File: config.mk
export PLATFORM = sky130hd
export DESIGN_NAME = dsm_sample_sequencer
export DESIGN_NICKNAME = d
export VERILOG_FILES = /design/src/rtl/dsm_pkg.sv /design/src/rtl/dsm_sample_fifo.sv /design/src/rtl/dsm_sample_sequencer.sv
export SDC_FILE = /design/constraint.sdc
export NUM_CORES = 1
export LEC_CHECK = 0
export BUFFER_PORTS_ARGS = -buffer_cell sky130_fd_sc_hd__buf_2
export CORE_MARGIN = 2
export CORE_UTILIZATION = 45
export CTS_CLUSTER_DIAMETER = 200
export DETAILED_ROUTE_END_ITERATION = 12
export PLACE_DENSITY_LB_ADDON = 0.15
export SETUP_SLACK_MARGIN = 0.4
export SYNTH_ARGS = -nofsm -noshare
export SYNTH_HDL_FRONTEND = slang
export SYNTH_SLANG_ARGS = --single-unit
export TNS_END_PERCENT = 30
File: constraint.sdc
create_clock -name clock -period 4.3 [get_ports clock]
set_clock_uncertainty 0.1 [all_clocks]
set_input_delay 0.43 -clock clock [delete_from_list [all_inputs] [get_ports clock]]
set_output_delay 0.43 -clock clock [all_outputs]
set_load 0.01 [all_outputs]
File: src/rtl/dsm_pkg.sv
// Shared definitions for the delta-sigma sample sequencer: sample width,
// full-scale clamp limits, sequencer state encoding and the clamp helpers.
package dsm_pkg;

    localparam int W = 20;

    localparam logic [W-1:0] VIN_FS     = 20'h0_8000;
    localparam logic [W-1:0] VIN_FS_NEG = 20'hF_8000;

    typedef enum logic [1:0] {
        IDLE  = 2'd0,
        FLUSH = 2'd1,
        RUN   = 2'd2
    } seq_state_e;

    // True when the two's complement sample lies outside +/-VIN_FS.
    function automatic logic sample_clips(input logic [W-1:0] d);
        return ($signed(d) > $signed(VIN_FS)) || ($signed(d) < $signed(VIN_FS_NEG));
    endfunction

    // Saturates a sample to the modulator's full-scale range; endpoints pass through.
    function automatic logic [W-1:0] clamp_sample(input logic [W-1:0] d);
        if ($signed(d) > $signed(VIN_FS)) begin
            return VIN_FS;
        end
        if ($signed(d) < $signed(VIN_FS_NEG)) begin
            return VIN_FS_NEG;
        end
        return d;
    endfunction

endpackage

File: src/rtl/dsm_sample_fifo.sv
// Two-entry synchronous sample buffer between the input stream and vin.
// Flush empties it in one clock and takes priority over push/pop.
module dsm_sample_fifo
    import dsm_pkg::*;
(
    input  logic         clock,
    input  logic         reset_n,
    input  logic         push,
    input  logic         pop,
    input  logic         flush,
    input  logic [W-1:0] push_data,
    output logic [1:0]   count,
    output logic [W-1:0] head
);

    logic [W-1:0] mem_q [2];
    logic         rd_ptr_q;
    logic         wr_ptr_q;
    logic [1:0]   count_q;
    logic         do_push;
    logic         do_pop;

    assign do_push = push && (count_q != 2'd2);
    assign do_pop  = pop && (count_q != 2'd0);
    assign count   = count_q;
    assign head    = mem_q[rd_ptr_q];

    // Storage, pointers and occupancy; simultaneous push and pop leaves the count unchanged.
    always_ff @(posedge clock or negedge reset_n) begin
        if (!reset_n) begin
            mem_q[0] <= '0;
            mem_q[1] <= '0;
            rd_ptr_q <= 1'b0;
            wr_ptr_q <= 1'b0;
            count_q  <= 2'd0;
        end else if (flush) begin
            rd_ptr_q <= 1'b0;
            wr_ptr_q <= 1'b0;
            count_q  <= 2'd0;
        end else begin
            if (do_push) begin
                mem_q[wr_ptr_q] <= push_data;
                wr_ptr_q        <= ~wr_ptr_q;
            end
            if (do_pop) begin
                rd_ptr_q <= ~rd_ptr_q;
            end
            if (do_push && !do_pop) begin
                count_q <= count_q + 2'd1;
            end else if (do_pop && !do_push) begin
                count_q <= count_q - 2'd1;
            end
        end
    end

endmodule

File: src/rtl/dsm_sample_sequencer.sv
// Feeds DSM_top with clamped samples held for OSR clocks each, sequences the
// modulator reset around enable, and keeps underrun / clipping status.
module dsm_sample_sequencer
    import dsm_pkg::*;
#(
    parameter int OSR          = 64,
    parameter int FLUSH_CYCLES = 8
) (
    input  logic         clock,
    input  logic         reset_n,
    input  logic         enable,
    input  logic         s_valid,
    output logic         s_ready,
    input  logic [W-1:0] s_data,
    output logic [W-1:0] vin,
    output logic         dsm_reset,
    output logic         sample_tick,
    input  logic         status_clr,
    output logic [7:0]   underrun_cnt,
    output logic         clip_flag
);

    localparam int OSR_W = $clog2(OSR);
    localparam int FL_W  = $clog2(FLUSH_CYCLES + 1);
    localparam logic [OSR_W-1:0] OSR_LAST   = OSR_W'(OSR - 1);
    localparam logic [FL_W-1:0]  FLUSH_LAST = FL_W'(FLUSH_CYCLES - 1);

    seq_state_e       state_q, state_d;
    logic [OSR_W-1:0] osr_cnt_q, osr_cnt_d;
    logic [FL_W-1:0]  flush_cnt_q, flush_cnt_d;
    logic [W-1:0]     vin_q, vin_d;
    logic             dsm_reset_q, dsm_reset_d;
    logic             tick_q, tick_d;
    logic [7:0]       underrun_q, underrun_d;
    logic             clip_q, clip_d;

    logic             push_accept;
    logic             load;
    logic             underrun_inc;
    logic             fifo_flush;
    logic             fifo_push;
    logic             fifo_pop;
    logic             fifo_empty;
    logic [1:0]       fifo_count;
    logic [W-1:0]     fifo_head;
    logic [W-1:0]     clamped;
    logic             clip_event;

    assign s_ready      = (state_q != IDLE) && (fifo_count < 2'd2);
    assign push_accept  = s_valid && s_ready;
    assign clamped      = clamp_sample(s_data);
    assign clip_event   = push_accept && sample_clips(s_data);
    assign fifo_empty   = (fifo_count == 2'd0);

    // A sample arriving into an empty buffer on a load edge goes straight to vin.
    assign fifo_pop     = load && !fifo_empty;
    assign fifo_push    = push_accept && !(load && fifo_empty);

    assign vin          = vin_q;
    assign dsm_reset    = dsm_reset_q;
    assign sample_tick  = tick_q;
    assign underrun_cnt = underrun_q;
    assign clip_flag    = clip_q;

    dsm_sample_fifo u_fifo (
        .clock     (clock),
        .reset_n   (reset_n),
        .push      (fifo_push),
        .pop       (fifo_pop),
        .flush     (fifo_flush),
        .push_data (clamped),
        .count     (fifo_count),
        .head      (fifo_head)
    );

    // Sequencer state, OSR/flush counters and the registered modulator-facing outputs.
    always_ff @(posedge clock or negedge reset_n) begin
        if (!reset_n) begin
            state_q     <= IDLE;
            osr_cnt_q   <= '0;
            flush_cnt_q <= '0;
            vin_q       <= '0;
            dsm_reset_q <= 1'b1;
            tick_q      <= 1'b0;
            underrun_q  <= 8'd0;
            clip_q      <= 1'b0;
        end else begin
            state_q     <= state_d;
            osr_cnt_q   <= osr_cnt_d;
            flush_cnt_q <= flush_cnt_d;
            vin_q       <= vin_d;
            dsm_reset_q <= dsm_reset_d;
            tick_q      <= tick_d;
            underrun_q  <= underrun_d;
            clip_q      <= clip_d;
        end
    end

    // Next-state logic: IDLE -> FLUSH on enable, FLUSH -> RUN after the flush window, any -> IDLE on stop.
    always_comb begin
        state_d      = state_q;
        osr_cnt_d    = osr_cnt_q;
        flush_cnt_d  = flush_cnt_q;
        dsm_reset_d  = dsm_reset_q;
        vin_d        = vin_q;
        tick_d       = 1'b0;
        load         = 1'b0;
        underrun_inc = 1'b0;
        fifo_flush   = 1'b0;

        if (!enable) begin
            state_d     = IDLE;
            osr_cnt_d   = '0;
            flush_cnt_d = '0;
            dsm_reset_d = 1'b1;
            vin_d       = '0;
            fifo_flush  = 1'b1;
        end else begin
            case (state_q)
                IDLE: begin
                    state_d     = FLUSH;
                    flush_cnt_d = '0;
                    dsm_reset_d = 1'b1;
                    vin_d       = '0;
                end
                FLUSH: begin
                    dsm_reset_d = 1'b1;
                    if (flush_cnt_q == FLUSH_LAST) begin
                        state_d     = RUN;
                        osr_cnt_d   = '0;
                        dsm_reset_d = 1'b0;
                        load        = 1'b1;
                        tick_d      = 1'b1;
                    end else begin
                        flush_cnt_d = flush_cnt_q + 1'b1;
                    end
                end
                RUN: begin
                    dsm_reset_d = 1'b0;
                    if (osr_cnt_q == OSR_LAST) begin
                        osr_cnt_d    = '0;
                        load         = 1'b1;
                        tick_d       = 1'b1;
                        underrun_inc = fifo_empty && !push_accept;
                    end else begin
                        osr_cnt_d = osr_cnt_q + 1'b1;
                    end
                end
                default: begin
                    state_d = IDLE;
                end
            endcase

            if (load) begin
                if (!fifo_empty) begin
                    vin_d = fifo_head;
                end else if (push_accept) begin
                    vin_d = clamped;
                end else begin
                    vin_d = '0;
                end
            end
        end
    end

    // Status: saturating underrun count and sticky clip flag; a new event beats status_clr.
    always_comb begin
        underrun_d = underrun_q;
        clip_d     = clip_q;
        if (underrun_inc) begin
            if (status_clr) begin
                underrun_d = 8'd1;
            end else if (underrun_q != 8'hFF) begin
                underrun_d = underrun_q + 8'd1;
            end
        end else if (status_clr) begin
            underrun_d = 8'd0;
        end
        if (clip_event) begin
            clip_d = 1'b1;
        end else if (status_clr) begin
            clip_d = 1'b0;
        end
    end

endmodule

# Word level (Yosys, flattened, before mapping)
# Cells that the tools add are included.
[totals]
out_inout_bits = 32
reg_bits = 87
input_bits = 25
[classes]
n_reduce_logical = 30
n_addsub = 5
order_cmp = 6
n_eq_ne = 16
mux = 53
n_bitwise = 4
[ops]
columns = ["cell", "n"]
rows = [
  ["$mux W20", 13],
  ["$bwmux W40", 1],
  ["$mux W8", 4],
  ["$demux W20 S1", 1],
  ["$gt A20 B17 Y1 const B", 1],
  ["$lt A20 B16 Y1 const B", 1],
  ["$mux W1", 19],
  ["$mux W6", 3],
  ["$logic_and A1 B1 Y1", 12],
  ["$ne A3 B1 Y1 const B", 4],
  ["$pmux W6 S2", 1],
  ["$mux W2", 5],
  ["$reduce_and A2 Y1", 5],
  ["$reduce_bool A2 Y1", 5],
  ["$add A8 B1 Y8 const B", 1],
  ["$mux W4", 2],
  ["$ne A8 B8 Y1 const B", 1],
  ["$pmux W4 S2", 1],
  ["$add A6 B1 Y6 const B", 1],
  ["$eq A6 B6 Y1 const B", 1],
  ["$ne A3 B3 Y1 const B", 2],
  ["$pmux W2 S3", 1],
  ["$logic_not A1 Y1", 5],
  ["$add A4 B1 Y4 const B", 1],
  ["17 further kinds", 23],
]

# Depth between registers and ports, before layout
[depth]
depth_word = 14
ltp_mapped = 10
ltp_nobuf = 6

# Cells and area by module
# A second synthesis with hierarchy kept.
[hier_totals]
cells_unflattened = 410
hier_area_um2 = 4660.7
[by_module_without_submodules]
columns = ["mod", "seq_area_each_um2", "instances", "area_per_inst_um2", "cells_each"]
rows = [
  ["dsm_sample_sequencer", 1077.3, 1, 2623.8, 280],
  ["dsm_sample_fifo", 1101.1, 1, 2037.0, 130],
]

# Least setup slack after synthesis
# No wires, ideal clock.
[synth_timing]
path_kind = "reg-to-reg"
startpoint = "register state_q[1]"
endpoint = "register u_fifo.mem_q[20] (netlist bit)"
setup_ns = 0.079
synth_period_minus_slack_ns = 2.273
required_ns = 4.121
setup_slack_ns = 2.027
t_arrival_ns = 2.094
path_stages_with_launch = 10
path_cell_list = "dfrtp_1 inv_1 ha_1 buf_2 and4b_1 clkbuf_1 a22o_1 a211oi_1 buf_2 mux2i_1"
[synth_via]
elab_chain_cells = 9
word_cells_on_any_way = 13
[synth_lines]
columns = ["element", "line_no", "text"]
rows = [
  ["start, declared", "dsm_sample_sequencer.sv:28", "seq_state_e state_q, state_d;"],
  ["start signal, assigned", "dsm_sample_sequencer.sv:88", "state_q <= state_d;"],
  ["$eq A2 B2 Y1 or $eq A2 B1 Y1 (tied branches)", "dsm_sample_sequencer.sv:119", "case (state_q)"],
  ["$pmux W1 S2", "dsm_sample_sequencer.sv:119", ""],
  ["$mux W1 (2 in series)", "dsm_sample_sequencer.sv:111", "if (!enable) begin"],
  ["$logic_and A1 B1 Y1", "dsm_sample_sequencer.sv:57", "assign fifo_push = push_accept && !(load && fifo_empty);"],
  ["$logic_not A1 Y1", "dsm_sample_sequencer.sv:57", ""],
  ["$logic_and A1 B1 Y1 (*)", "dsm_sample_sequencer.sv:57", ""],
  ["$logic_and A1 B1 Y1 (*)", "dsm_sample_fifo.sv:23", "assign do_push = push && (count_q != 2'd2);"],
  ["$reduce_and A2 Y1 (no source line) (*)", "n/a", ""],
  ["end signal, assigned by index", "dsm_sample_fifo.sv:42", "mem_q[wr_ptr_q] <= push_data;"],
  ["end, declared", "dsm_sample_fifo.sv:16", "logic [W-1:0] mem_q [2];"],
]
# Every way passes the cells marked *; elsewhere a longest branch is shown, timed or not. The select of a mux whose other input is x is not followed.
# A chain may end at the register's enable or synchronous reset.

# Worst setup path after layout
[layout_timing]
startpoint = "register state_q[1]"
endpoint = "register u_fifo.mem_q[33] (netlist bit)"
# Same word-level chain as after synthesis.

==> results.json <==
{
  "synth_top_area_share_pct": 47.6,
  "maxSlewViolCount": 0,
  "grt-ovfl-total": 0,
  "grt_max_degree": 56,
  "grt_pass1_wl_um": 18500,
  "grt_pass1_vias": 3634,
  "hold_class": "in2async",
  "crit_path_end_kind": "register",
  "r2r-start": "state_q[1]",
  "synth_area_um2": 4520,
  "peakVddDrop_mv": 0.181,
  "cp_num_cells": 7,
  "synth.distinct_cells": 54,
  "cts_tree": "done",
  "drive_above_1_share_pct": 17.4,
  "syn_avg_cell_area_um2": 9.96,
  "route.detailed.vias_per_inst": 5.70,
  "drt_wl_total_um": 11100,
  "cts_htree_levels": 3,
  "die_w_um": 104,
  "crit_chain": "inv_1 -> ha_1 -> and4b_1 -> a22o_1 -> a211oi_4 -> buf_4 -> mux2i_1",
  "pin_count": 57,
  "worstMarginPinSlew_ns": 0.995,
  "synth.net_count": 487,
  "synth.ff_latch_count": 87,
  "crit_fanout": 18,
  "synth-seq-area-share_pct": 48.2,
  "core_area_um2": 9770,
  "antenna_found_initial": 0,
  "power_density_nw_per_um2": 376,
  "syn_inst": 454,
  "cts_inserted_buffers": 9,
  "synth_most_common_cell": "dfrtp_1",
  "areaGrowthSynthToFinish_pct": 13.2,
  "cts_buffer_depth": 2,
  "die_h_um": 104,
  "r2r_slack_ns": 1.26,
  "critical_path_class": "reg2reg",
  "tns_ns": 0,
  "cts_setup_buffers": 0,
  "hpwl_um": 7390,
  "cp.required_ns": 4.49,
  "track_usage_pct": 21.3,
  "maxCapViolCount": 0,
  "ant_nets": 0,
  "drt-initial-drc-count": 200,
  "clkLatencyLatePin_ns": 0.37,
  "timing.final.crit_share_pct": 70.7,
  "initial_utilization_pct": 46.3,
  "crit_buf_inv": 2,
  "reg2reg_depth": 7,
  "cts_resized": 0,
  "synth.area.top_cells": "dfrtp_1, mux2i_1, inv_1",
  "nNetsFinal": 534,
  "synth_common_cells": "dfrtp_1, mux2i_1, inv_1",
  "cpLargestDelayFamily": "compound AO/OA/AOI/OAI gates",
  "slew_headroom_pct": 33.0,
  "status": "complete, no violations",
  "min_period_ns": 3.04,
  "hold_buffers": 0,
  "drc": 0,
  "gp_congestion": 0.840,
  "drt_pass1_iterations": 4,
  "cts_root_buf": "clkbuf_8",
  "portBuffers": 56,
  "fmax_ghz": 0.329,
  "path_clk_slew_ns": 0.09,
  "wl_per_cell_um": 17.3,
  "dieArea_um2": 10900,
  "leakage_nw": 2.25,
  "ys.warnings.count": 0,
  "cpPeakStageDelay_ns": 0.63,
  "r2r_end": "u_fifo.mem_q[33]",
  "post-route-util_pct": 52.4,
  "worstPathArrival_ns": 3.23,
  "cts_num_sinks": 87,
  "slowest_stage": "a211oi_4",
  "final_hold_viol_count": 0,
  "yosys.area.top_type": "dfrtp_1",
  "yosys_most_used_dff": "dfrtp_1",
  "cp-start-kind": "register",
  "rsz0062_at_grt": "false",
  "setup_viol": 0,
  "async_reset_ff_share_pct": 100,
  "diodes": 0,
  "vias": 3640,
  "synth_edf_count": 0,
  "rows": 36
}
final cells by class:
type                            instances  area, um^2
Clock inverter                          7        71.3
Clock buffer                            9         124
Timing Repair Buffer                   63         335
Tap cell                              133         166
Fill cell                             920        4650
Inverter                               53         199
Sequential cell                        87        2180
Multi-Input combinational cell        287        2050
per-layer routing:
metal  wire (um)  vias up  track usage [%]  part of all wire [%]
met5           0        -                0                     0
met4         173        0             8.59                   1.6
met3         471       16             2.82                   4.3
met2        5350       90             34.8                    48
met1        5090     1813             28.7                    46
li1            -     1721                -                     -
kinds of logic (layout without fill, tap and decap cells):
kind of cell    count (synthesis)  count (layout)  synth area share, %
simple gates                  132             132                 16.1
compound gates                 87              87                 13.1
flops                          87              87                 48.2
buf+inv                        80             132                 7.11
mux                            58              58                 12.9
fa+ha+maj                       8               8                 2.21
xor+xnor                        2               2                0.387
per-stage QoR:
stage	setup slack, ns	cells	instance area [um^2]	power (mW)	hold WS [ns]
after detailed placement	1.30	623	4920	1.36	0.368
after global placement	1.40	623	4920	1.34	0.367
after CTS	1.27	639	5120	1.94	0.0255
after global routing	1.02	639	5120	2.04	0.0491
final	1.26	639	5120	1.92	0.00395
after floorplan	2.03	454	4520	1.24	0.0344
layout by cell type (no fill, tap or decap), drive strengths merged, types with 4 or more instances in the layout:
master and count:
inv 54, a221o 9, buf 63, nor2 10, mux2i 56, o211ai 7, nand4 5, nor4 15
dfrtp 86, nor3 5, a21oi 25, or4 4, nand2 34, or3 4, clkbuf 9, nand2b 6
ha 8, o21ai 16, nand3 25, o221ai 9, and3 5
worst reg2reg max path: cells and delay by family (launching register included):
kind / cells / cell delay (ns)
simple gates: 1 / 0.39
compound gates: 2 / 1.04
fa+ha+maj: 1 / 0.38
mux: 1 / 0.23
flops: 1 / 0.38
buf+inv: 2 / 0.45
state kept, by name, indices dropped and copies added (netlist names):
register,cells
u_fifo.mem_q,40
flush_cnt_q,4
clip_flag,1
sample_tick,1
underrun_cnt,8
osr_cnt_q,6
dsm_reset,1
state_q,2
vin,20
u_fifo.wr_ptr_q,1
u_fifo.rd_ptr_q,1
u_fifo.count,2
report_power, final:
group / total, mW / internal (mW) / switching (mW)
registers: 1.03 / 0.955 / 0.0772
clock network: 0.583 / 0.268 / 0.314
logic: 0.309 / 0.125 / 0.184
worst max path at each step:
| stage | from | endpoint | slack (ns) |
|---|---|---|---|
| 3_3_place_gp | state_q[1] | u_fifo.mem_q[37] | 1.40 |
| 3_5_place_dp | state_q[1] | u_fifo.mem_q[20] | 1.30 |
| 5_1_grt | state_q[1] | vin[10] | 1.02 |
| 6_report | state_q[1] | u_fifo.mem_q[33] | 1.26 |
| 4_1_cts | state_q[1] | u_fifo.mem_q[33] | 1.27 |
| 2_1_floorplan | state_q[1] | u_fifo.mem_q[20] | 2.03 |
Note: power is estimated with default switching activity, not from simulation.
